--- src/rtl/dsp_logic_pkg.sv ---
// Shared definitions for the DSP logic-unit arbiter slice.
// Provides the bitwise opcode encoding, the opcode field width and a helper
// that sizes requester tags from the requester count.
package dsp_logic_pkg;

  typedef enum logic [1:0] {
    OP_AND  = 2'b00,
    OP_OR   = 2'b01,
    OP_XOR  = 2'b10,
    OP_XNOR = 2'b11
  } op_e;

  localparam int unsigned OP_W = 2;

  // Bits needed to hold a requester index (never less than one).
  function automatic int unsigned tag_width(input int unsigned n);
    int unsigned w;
    w = 1;
    while ((32'd1 << w) < n) w = w + 1;
    return w;
  endfunction

endpackage

--- src/rtl/dsp_logic_unit.sv ---
// Pipelined bitwise logic datapath, mapped onto one DSP logic-mode slice.
// The result is formed at the input and carried through LATENCY register
// stages together with a valid bit and the requester tag.
// Ports:
//   clock, reset           rising-edge clock, synchronous active-high reset
//   in_valid/op/a/b/tag    operation issued this cycle
//   out_valid/y/tag        final-stage result; out_y is zero when not valid
module dsp_logic_unit
  import dsp_logic_pkg::*;
#(
  parameter int unsigned WIDTH   = 8,
  parameter int unsigned LATENCY = 2,
  parameter int unsigned TAG_W   = 2
) (
  input  logic             clock,
  input  logic             reset,
  input  logic             in_valid,
  input  logic [OP_W-1:0]  in_op,
  input  logic [WIDTH-1:0] in_a,
  input  logic [WIDTH-1:0] in_b,
  input  logic [TAG_W-1:0] in_tag,
  output logic             out_valid,
  output logic [WIDTH-1:0] out_y,
  output logic [TAG_W-1:0] out_tag
);

  logic [WIDTH-1:0]   result;
  logic [LATENCY-1:0] vld_q;
  logic [WIDTH-1:0]   y_q   [LATENCY];
  logic [TAG_W-1:0]   tag_q [LATENCY];

  always_comb begin
    result = '0;
    unique case (op_e'(in_op))
      OP_AND:  result = in_a & in_b;
      OP_OR:   result = in_a | in_b;
      OP_XOR:  result = in_a ^ in_b;
      OP_XNOR: result = ~(in_a ^ in_b);
    endcase
  end

  // Data is zeroed on idle slots so the output needs no extra gating.
  always_ff @(posedge clock) begin
    if (reset) begin
      vld_q <= '0;
      for (int unsigned i = 0; i < LATENCY; i++) begin
        y_q[i]   <= '0;
        tag_q[i] <= '0;
      end
    end else begin
      vld_q[0] <= in_valid;
      y_q[0]   <= in_valid ? result : '0;
      tag_q[0] <= in_tag;
      for (int unsigned i = 1; i < LATENCY; i++) begin
        vld_q[i] <= vld_q[i-1];
        y_q[i]   <= y_q[i-1];
        tag_q[i] <= tag_q[i-1];
      end
    end
  end

  assign out_valid = vld_q[LATENCY-1];
  assign out_y     = y_q[LATENCY-1];
  assign out_tag   = tag_q[LATENCY-1];

endmodule

--- src/rtl/dsp_logic_arbiter.sv ---
// Round-robin arbiter sharing one pipelined DSP logic unit among NUM_REQ
// requesters. One grant per cycle; the result returns to the owner exactly
// LATENCY cycles after acceptance as a one-cycle strobe.
// Ports:
//   clock, reset   rising-edge clock, synchronous active-high reset
//   req_valid      per-requester request present
//   req_ready      one-hot grant (combinational from req_valid and pointer)
//   req_op/a/b     per-requester opcode and operands, packed by index
//   rsp_valid      one-hot result strobe
//   rsp_y          result, zero when no rsp_valid bit is set
module dsp_logic_arbiter
  import dsp_logic_pkg::*;
#(
  parameter int unsigned NUM_REQ = 4,
  parameter int unsigned WIDTH   = 8,
  parameter int unsigned LATENCY = 2
) (
  input  logic                     clock,
  input  logic                     reset,
  input  logic [NUM_REQ-1:0]       req_valid,
  output logic [NUM_REQ-1:0]       req_ready,
  input  logic [OP_W*NUM_REQ-1:0]  req_op,
  input  logic [WIDTH*NUM_REQ-1:0] req_a,
  input  logic [WIDTH*NUM_REQ-1:0] req_b,
  output logic [NUM_REQ-1:0]       rsp_valid,
  output logic [WIDTH-1:0]         rsp_y
);

  localparam int unsigned TAG_W = tag_width(NUM_REQ);

  logic [TAG_W-1:0] ptr;
  logic [TAG_W-1:0] winner;
  logic             found;
  logic             grant;
  int unsigned      idx;

  logic             u_valid;
  logic [WIDTH-1:0] u_y;
  logic [TAG_W-1:0] u_tag;

  // Search ptr, ptr+1, ... modulo NUM_REQ; first set request wins.
  always_comb begin
    found  = 1'b0;
    winner = '0;
    idx    = 0;
    for (int unsigned off = 0; off < NUM_REQ; off++) begin
      idx = 32'(ptr) + off;
      if (idx >= NUM_REQ) idx = idx - NUM_REQ;
      if (!found && req_valid[idx[TAG_W-1:0]]) begin
        found  = 1'b1;
        winner = idx[TAG_W-1:0];
      end
    end
  end

  assign grant     = found & ~reset;
  assign req_ready = grant ? (NUM_REQ'(1) << winner) : '0;

  always_ff @(posedge clock) begin
    if (reset) begin
      ptr <= '0;
    end else if (grant) begin
      if (winner == TAG_W'(NUM_REQ - 1)) ptr <= '0;
      else                               ptr <= winner + 1'b1;
    end
  end

  dsp_logic_unit #(
    .WIDTH   (WIDTH),
    .LATENCY (LATENCY),
    .TAG_W   (TAG_W)
  ) u_unit (
    .clock     (clock),
    .reset     (reset),
    .in_valid  (grant),
    .in_op     (req_op[int'(winner)*OP_W +: OP_W]),
    .in_a      (req_a[int'(winner)*WIDTH +: WIDTH]),
    .in_b      (req_b[int'(winner)*WIDTH +: WIDTH]),
    .in_tag    (winner),
    .out_valid (u_valid),
    .out_y     (u_y),
    .out_tag   (u_tag)
  );

  always_comb begin
    rsp_valid = '0;
    if (u_valid) rsp_valid[u_tag] = 1'b1;
  end

  assign rsp_y = u_y;

endmodule

--- config.mk ---
export PLATFORM = sky130hd
export DESIGN_NAME = dsp_logic_arbiter
export DESIGN_NICKNAME = d
export VERILOG_FILES = /design/src/rtl/dsp_logic_pkg.sv /design/src/rtl/dsp_logic_unit.sv /design/src/rtl/dsp_logic_arbiter.sv
export SDC_FILE = /design/constraint.sdc
export NUM_CORES = 1
export LEC_CHECK = 0
export ABC_AREA = 1
export BUFFER_PORTS_ARGS = -buffer_cell sky130_fd_sc_hd__buf_4
export CAP_MARGIN = 20
export CORE_MARGIN = 2
export CORE_UTILIZATION = 35
export DETAILED_ROUTE_END_ITERATION = 10
export PLACE_DENSITY = 0.58
export SYNTH_ARGS = -nofsm -noshare
export SYNTH_HDL_FRONTEND = slang
export SYNTH_SLANG_ARGS = --single-unit
--- constraint.sdc ---
create_clock -name clock -period 5.6 [get_ports clock]
set_clock_uncertainty 0.1 [all_clocks]
set_input_delay 0.28 -clock clock [delete_from_list [all_inputs] [get_ports clock]]
set_output_delay 0.28 -clock clock [all_outputs]
set_load 0.1 [all_outputs]
======== Word-level counts from Yosys, hierarchy flattened ========
Memories as Yosys holds them, arrays and structs flattened.
Index checks and enable logic that the tools add are counted.
operators by class
  order comparisons ....................... 10
  equal/unequal tests ..................... 4
  bitwise operators ....................... 10
  shift-type cells ........................ 4
  add/subtract/negate cells ............... 8
  multiplexer cells ....................... 34
  reductions and logical operators ........ 8
  $mul .................................... 0
  divide/modulo/power cells ............... 0
operator list
  cell                                                                                  count
  32-bit by 6-bit variable part select with 8-bit output                                2
  8-bit one-hot mux with 4 select lines                                                 1
  8-bit two-way mux                                                                     3
  2-bit two-way mux                                                                     11
  2-bit by 3-bit < comparator with 1-bit output (second input constant)                 5
  1-bit two-way mux                                                                     12
  3-bit greater-or-equal comparator (second input constant)                             3
  8-bit AND                                                                             1
  1-bit binary-select mux with 2-bit select                                             4
  4-bit two-way mux                                                                     2
  8-bit inverter                                                                        1
  8-bit bitwise OR                                                                      1
  8-bit by 4-bit variable part select with 2-bit output                                 1
  2-bit by 1-bit subtractor with 2-bit output (second input constant)                   4
  8-bit XOR                                                                             1
  2-bit by 2-bit adder with 3-bit output (second input constant)                        2
  2-bit equality test (second input constant)                                           3
  1-bit logical AND                                                                     4
  1-bit bitwise OR                                                                      4
  1-bit by 2-bit left shift with 4-bit output (first input constant)                    1
  2-bit by 1-bit adder with 3-bit output (second input constant)                        1
  2-bit by 3-bit greater-or-equal comparator with 1-bit output (second input constant)  1
  1-bit zero test                                                                       3
  2-bit by 1-bit adder with 2-bit output (second input constant)                        1
  6 further kinds                                                                       6
storage, ports and cells
  bits in writable memories ............... 20
  latch bits .............................. 0
  input port bits ......................... 78
  output and inout bits ................... 16
  register bits ........................... 4
  memories kept ........................... 2
  logic and storage cells ................. 82
  bits in read-only memories .............. 0
memories
  memory        words  bits a word  rd ports  clocked after memory_dff  wr ports  RTL line              source
  u_unit.y_q    2      8            2         0                         2         dsp_logic_unit.sv:29  logic [WIDTH-1:0] y_q [LATENCY];
  u_unit.tag_q  2      2            2         0                         2         dsp_logic_unit.sv:30  logic [TAG_W-1:0] tag_q [LATENCY];

======== Depth between registers and ports, before layout ========
  word-level depth ........................ 20
  mapped depth ............................ 22
  depth with buffers taken out ............ 21

======== Hierarchy ========
A second synthesis with hierarchy kept.
second synthesis, totals
  cell total of the unflattened synthesis .. 355
  area, all modules ....................... 2237.1 µm²
by module, submodules not included
  module             area an instance (µm²)  cells each  instances
  dsp_logic_unit     1208.7                  164         1
  dsp_logic_arbiter  1028.5                  191         1

======== Worst setup path before layout ========
Ideal clock, no wire load.
  path kind ............................... register -> output
  from .................................... register ptr[0]
  to ...................................... output req_ready[0]
  slack ................................... 2.274 ns
  buffers on the path ..................... 3
  cell stages (with the launch flop) ...... 13
  arrival time ............................ 2.946 ns
  path through ............................ dfxtp_1 buf_4 nand2_1 nand3_2 nand2_2 nor2_8 nand4_1 nand2_2 buf_2 buf_2 ha_1 inv_1 nor2_1
on the way
  cells in the longest elaborated chain, start to end .. 16
RTL lines
  element                                                                                          RTL line                 source
  from (decl)                                                                                      dsp_logic_arbiter.sv:31  logic [TAG_W-1:0] ptr;
  from (signal assigned)                                                                           dsp_logic_arbiter.sv:64  else ptr <= winner + 1'b1;
  parallel branches: the longest is 15 deep, another holds 2-bit by 1-bit adder with 3-bit output  n/a
  4-bit two-way mux *                                                                              dsp_logic_arbiter.sv:57  assign req_ready = grant ? (NUM_REQ'(1) << winner) : '0;
  to (decl)                                                                                        dsp_logic_arbiter.sv:21  output logic [NUM_REQ-1:0] req_ready,
Mark *: on every way between the ends. The select of a mux whose other input is x is not followed.

==> out/qor.csv <==
stage;metric;value;unit
die;chip height;88.2;um
hold_path;min-delay worst type;in -> reg;
setup_path;r2r startpoint;ptr[0];
die;Die ar.;7790;um^2
synthesis;#FFs+latches synth;24;
setup_path;required time worst endpoint;5.67;ns
clock_tree;CTS tree;built;
die;core area;6830;um^2
setup_path;Worst setup SP type;flip-flop;
detailed_routing;Final ANT Viol Nets;0;
hold_path;Hold Path Depth;2;
setup_path;CP cell instances;inv_2 -> nand2_1 -> nand2_4 -> nand2_2 -> nand2_4 -> nor2_8 -> nand3_4 -> nand2_4 -> nand2_4 -> inv_2 -> nand2_1 -> nand2_1 -> inv_1 -> a32oi_1 -> inv_1 -> ha_1 -> nand3_1 -> nand3_1 -> a21oi_1;
synthesis;Syn Nets;507;
detailed_routing;DR WL/cell;10.5;um
hold_path;hold_sp;reset;
clock_tree;Clock Latency Late Sink;0.26;ns
detailed_routing;iteration count of the initial detailed-routing pass;4;
timing;RSZ-0062 raised after global routing;false;
setup_path;R2R Setup Slk;2.05;ns
die;Rows;30;
detailed_routing;Starting DRT DRC Count;81;
clock_tree;clk buf depth;2;
clock_tree;post-cts sizing count;0;
finish;# fillers;747;
hold_path;Worst Hold Path EP;u_unit.y_q[0][10];
timing;WHS;0.207;ns
detailed_routing;via count;2595;
clock_tree;Clock H-tree levels;1;
finish;multi-input logic area;1570;um^2
clock_tree;Clk pin slew, worst setup/hold paths;0.08;ns
die;chip width;88.2;um
timing;worst slew pin tran;0.651;ns
die;IO Count;94;
setup_path;Crit path max-delay family;simple AND/OR/NAND/NOR gates;
grt;initial antenna violation count;0;
timing;crit share post-route;63.3;%
setup_path;CP Depth;19;
detailed_routing;drt drc;0;
detailed_routing;Post-Route WL;6070;um
setup_path;FF-to-FF path depth;19;
synthesis;dominant cell type by area after synthesis;dfxtp_1;
clock_tree;# Post-CTS Setup Buffers;0;
setup_path;WP data arrival;3.62;ns
synthesis;top cell type's share of synthesized area;19.3;%
placement;dpl hpwl;4960;um
synthesis;top cells by area, synth;dfxtp_1 19%, nand2_1 18%, inv_1 10%;
finish;layout net count;582;
finish;commonest non-fill, non-tap cell in the layout;nand2_1;
die;Initial Util;36.4;%
placement;Port Buf Inserts;93;
synthesis;Post-Synthesis Cell Area;2480;um^2
finish;Area Overhead vs Synth;28.9;%
grt;total grt overflow;0;
clock_tree;hold_buf cts;0;
run_status;status;complete, no violations;
timing;minimum clock period;3.55;ns
grt;first-pass GRT wire length;10200;um
clock_tree;clk sinks;24;
timing;final hold vios;0;
setup_path;CP Max Fanout;41;
synthesis;Seq/Total Area, Yosys;19.3;%
setup_path;Crit. End Element;flip-flop;
synthesis;mean post-synth cell area;6.07;um^2
synthesis;post-synth cell types;29;
clock_tree;CTS Root Cell;clkbuf_8;
timing;# setup viols final;0;
flow_run;Max-cap violations;0;
finish;share of cells above drive strength 1;27.7;%
synthesis;Synthesis Warnings;0;
setup_path;slowest cell delay on critical path;0.59;ns
grt;Total GRT Usage;15.7;%
grt;vias in the first global route;2417;
timing;TNS Setup;0;ns
clock_tree;CTS buffer count;3;
timing;Rel. slew slack;56.4;%
finish;register area;480;um^2
setup_path;most frequent CP cell;nand2_4;
setup_path;Slowest-stage cell, CP;dfxtp_1;
detailed_routing;vias per cell;4.48;
setup_path;Setup CP Type;reg -> reg;
timing;Fmax achieved;0.282;GHz
finish;ANT cells;0;
finish;most frequent cells in the layout;117 x nand2_1, 93 x buf_4, 67 x inv_1;
synthesis;Post-Synthesis Cells;409;
setup_path;Bufs and invs on worst path;4;
setup_path;worst r2r dst;u_unit.y_q[0][2];
timing;fin. max-slew vios;0;
placement;RePlAce Congestion;0.806;
grt;largest net degree at the start of global routing;42;
## through the flow
| stage | setup WS (ns) | cell area (um^2) | util, % | cells |
|---|---|---|---|---|
| after global placement | 2.14 | 3150 | 46.0 | 575 |
| after floorplan | 2.27 | 2480 | - | 409 |
| after detailed placement | 2.04 | 3150 | 46.0 | 575 |
| after CTS | 2.00 | 3200 | 46.8 | 579 |
| final | 2.05 | 3200 | 46.8 | 579 |
| after global routing | 1.64 | 3200 | 46.8 | 579 |
## per-layer routing
layer	GRT usage, %	routed length [um]	up-vias
met1	21.3	2950	1123
met5	0	0	-
met4	3.58	80	0
li1	-	-	1379
met2	26.4	2640	85
met3	2.52	404	8
## worst max-delay path by stage
stage,start,to,slack (ns)
after floorplan,ptr[0],req_ready[0],2.27
after global placement,ptr[0],u_unit.y_q[0][2],2.14
after detailed placement,ptr[0],u_unit.y_q[0][2],2.04
after CTS,ptr[0],u_unit.y_q[0][2],2.00
after global routing,ptr[0],u_unit.y_q[0][2],1.64
final,ptr[0],u_unit.y_q[0][2],2.05
## flip-flops by register name (all words and copies together), names as in the netlist
signal        flops
u_unit.tag_q      4
u_unit.vld_q      2
ptr               2
u_unit.y_q       16
## layout make-up
type / count / share of cell area, %
inverters: 75 / 8.80
well taps: 96 / 3.75
clock buffers: 4 / 1.72
repair buffers: 93 / 21.8
multi-input cells: 287 / 48.9
flip-flops and latches: 24 / 15.0
## worst register-to-register path: cells and delay by family, from the launching register on
family	cells	cell delay, ns
simple gates	12	1.29
compound gates	2	0.40
buf+inv	4	0.79
fa+ha+maj	1	0.32
flops	1	0.59
## kinds of logic after synthesis
logic type | Yosys count | synth area share, %
AOI/OAI and AO/OA | 21 | 7.51
adders and majority gates | 20 | 10.1
buffers and inverters | 98 | 17.6
DFF | 24 | 19.3
and+or+nand+nor | 246 | 45.4
## cells in the mapped netlist (all sizes together)
library cell / instances
a211oi: 1
a21oi: 3
a32oi: 16
buf: 21
clkbuf: 2
clkinv: 1
dfxtp: 24
ha: 20
inv: 74
nand2: 131
nand3: 27
nand3b: 2
nand4: 1
nor2: 65
nor3: 4
o21ai: 1
or2: 16
Power is left out: the tool's default activity adds up to more than one toggle a clock period on the data nets, which glitch-free logic cannot reach.
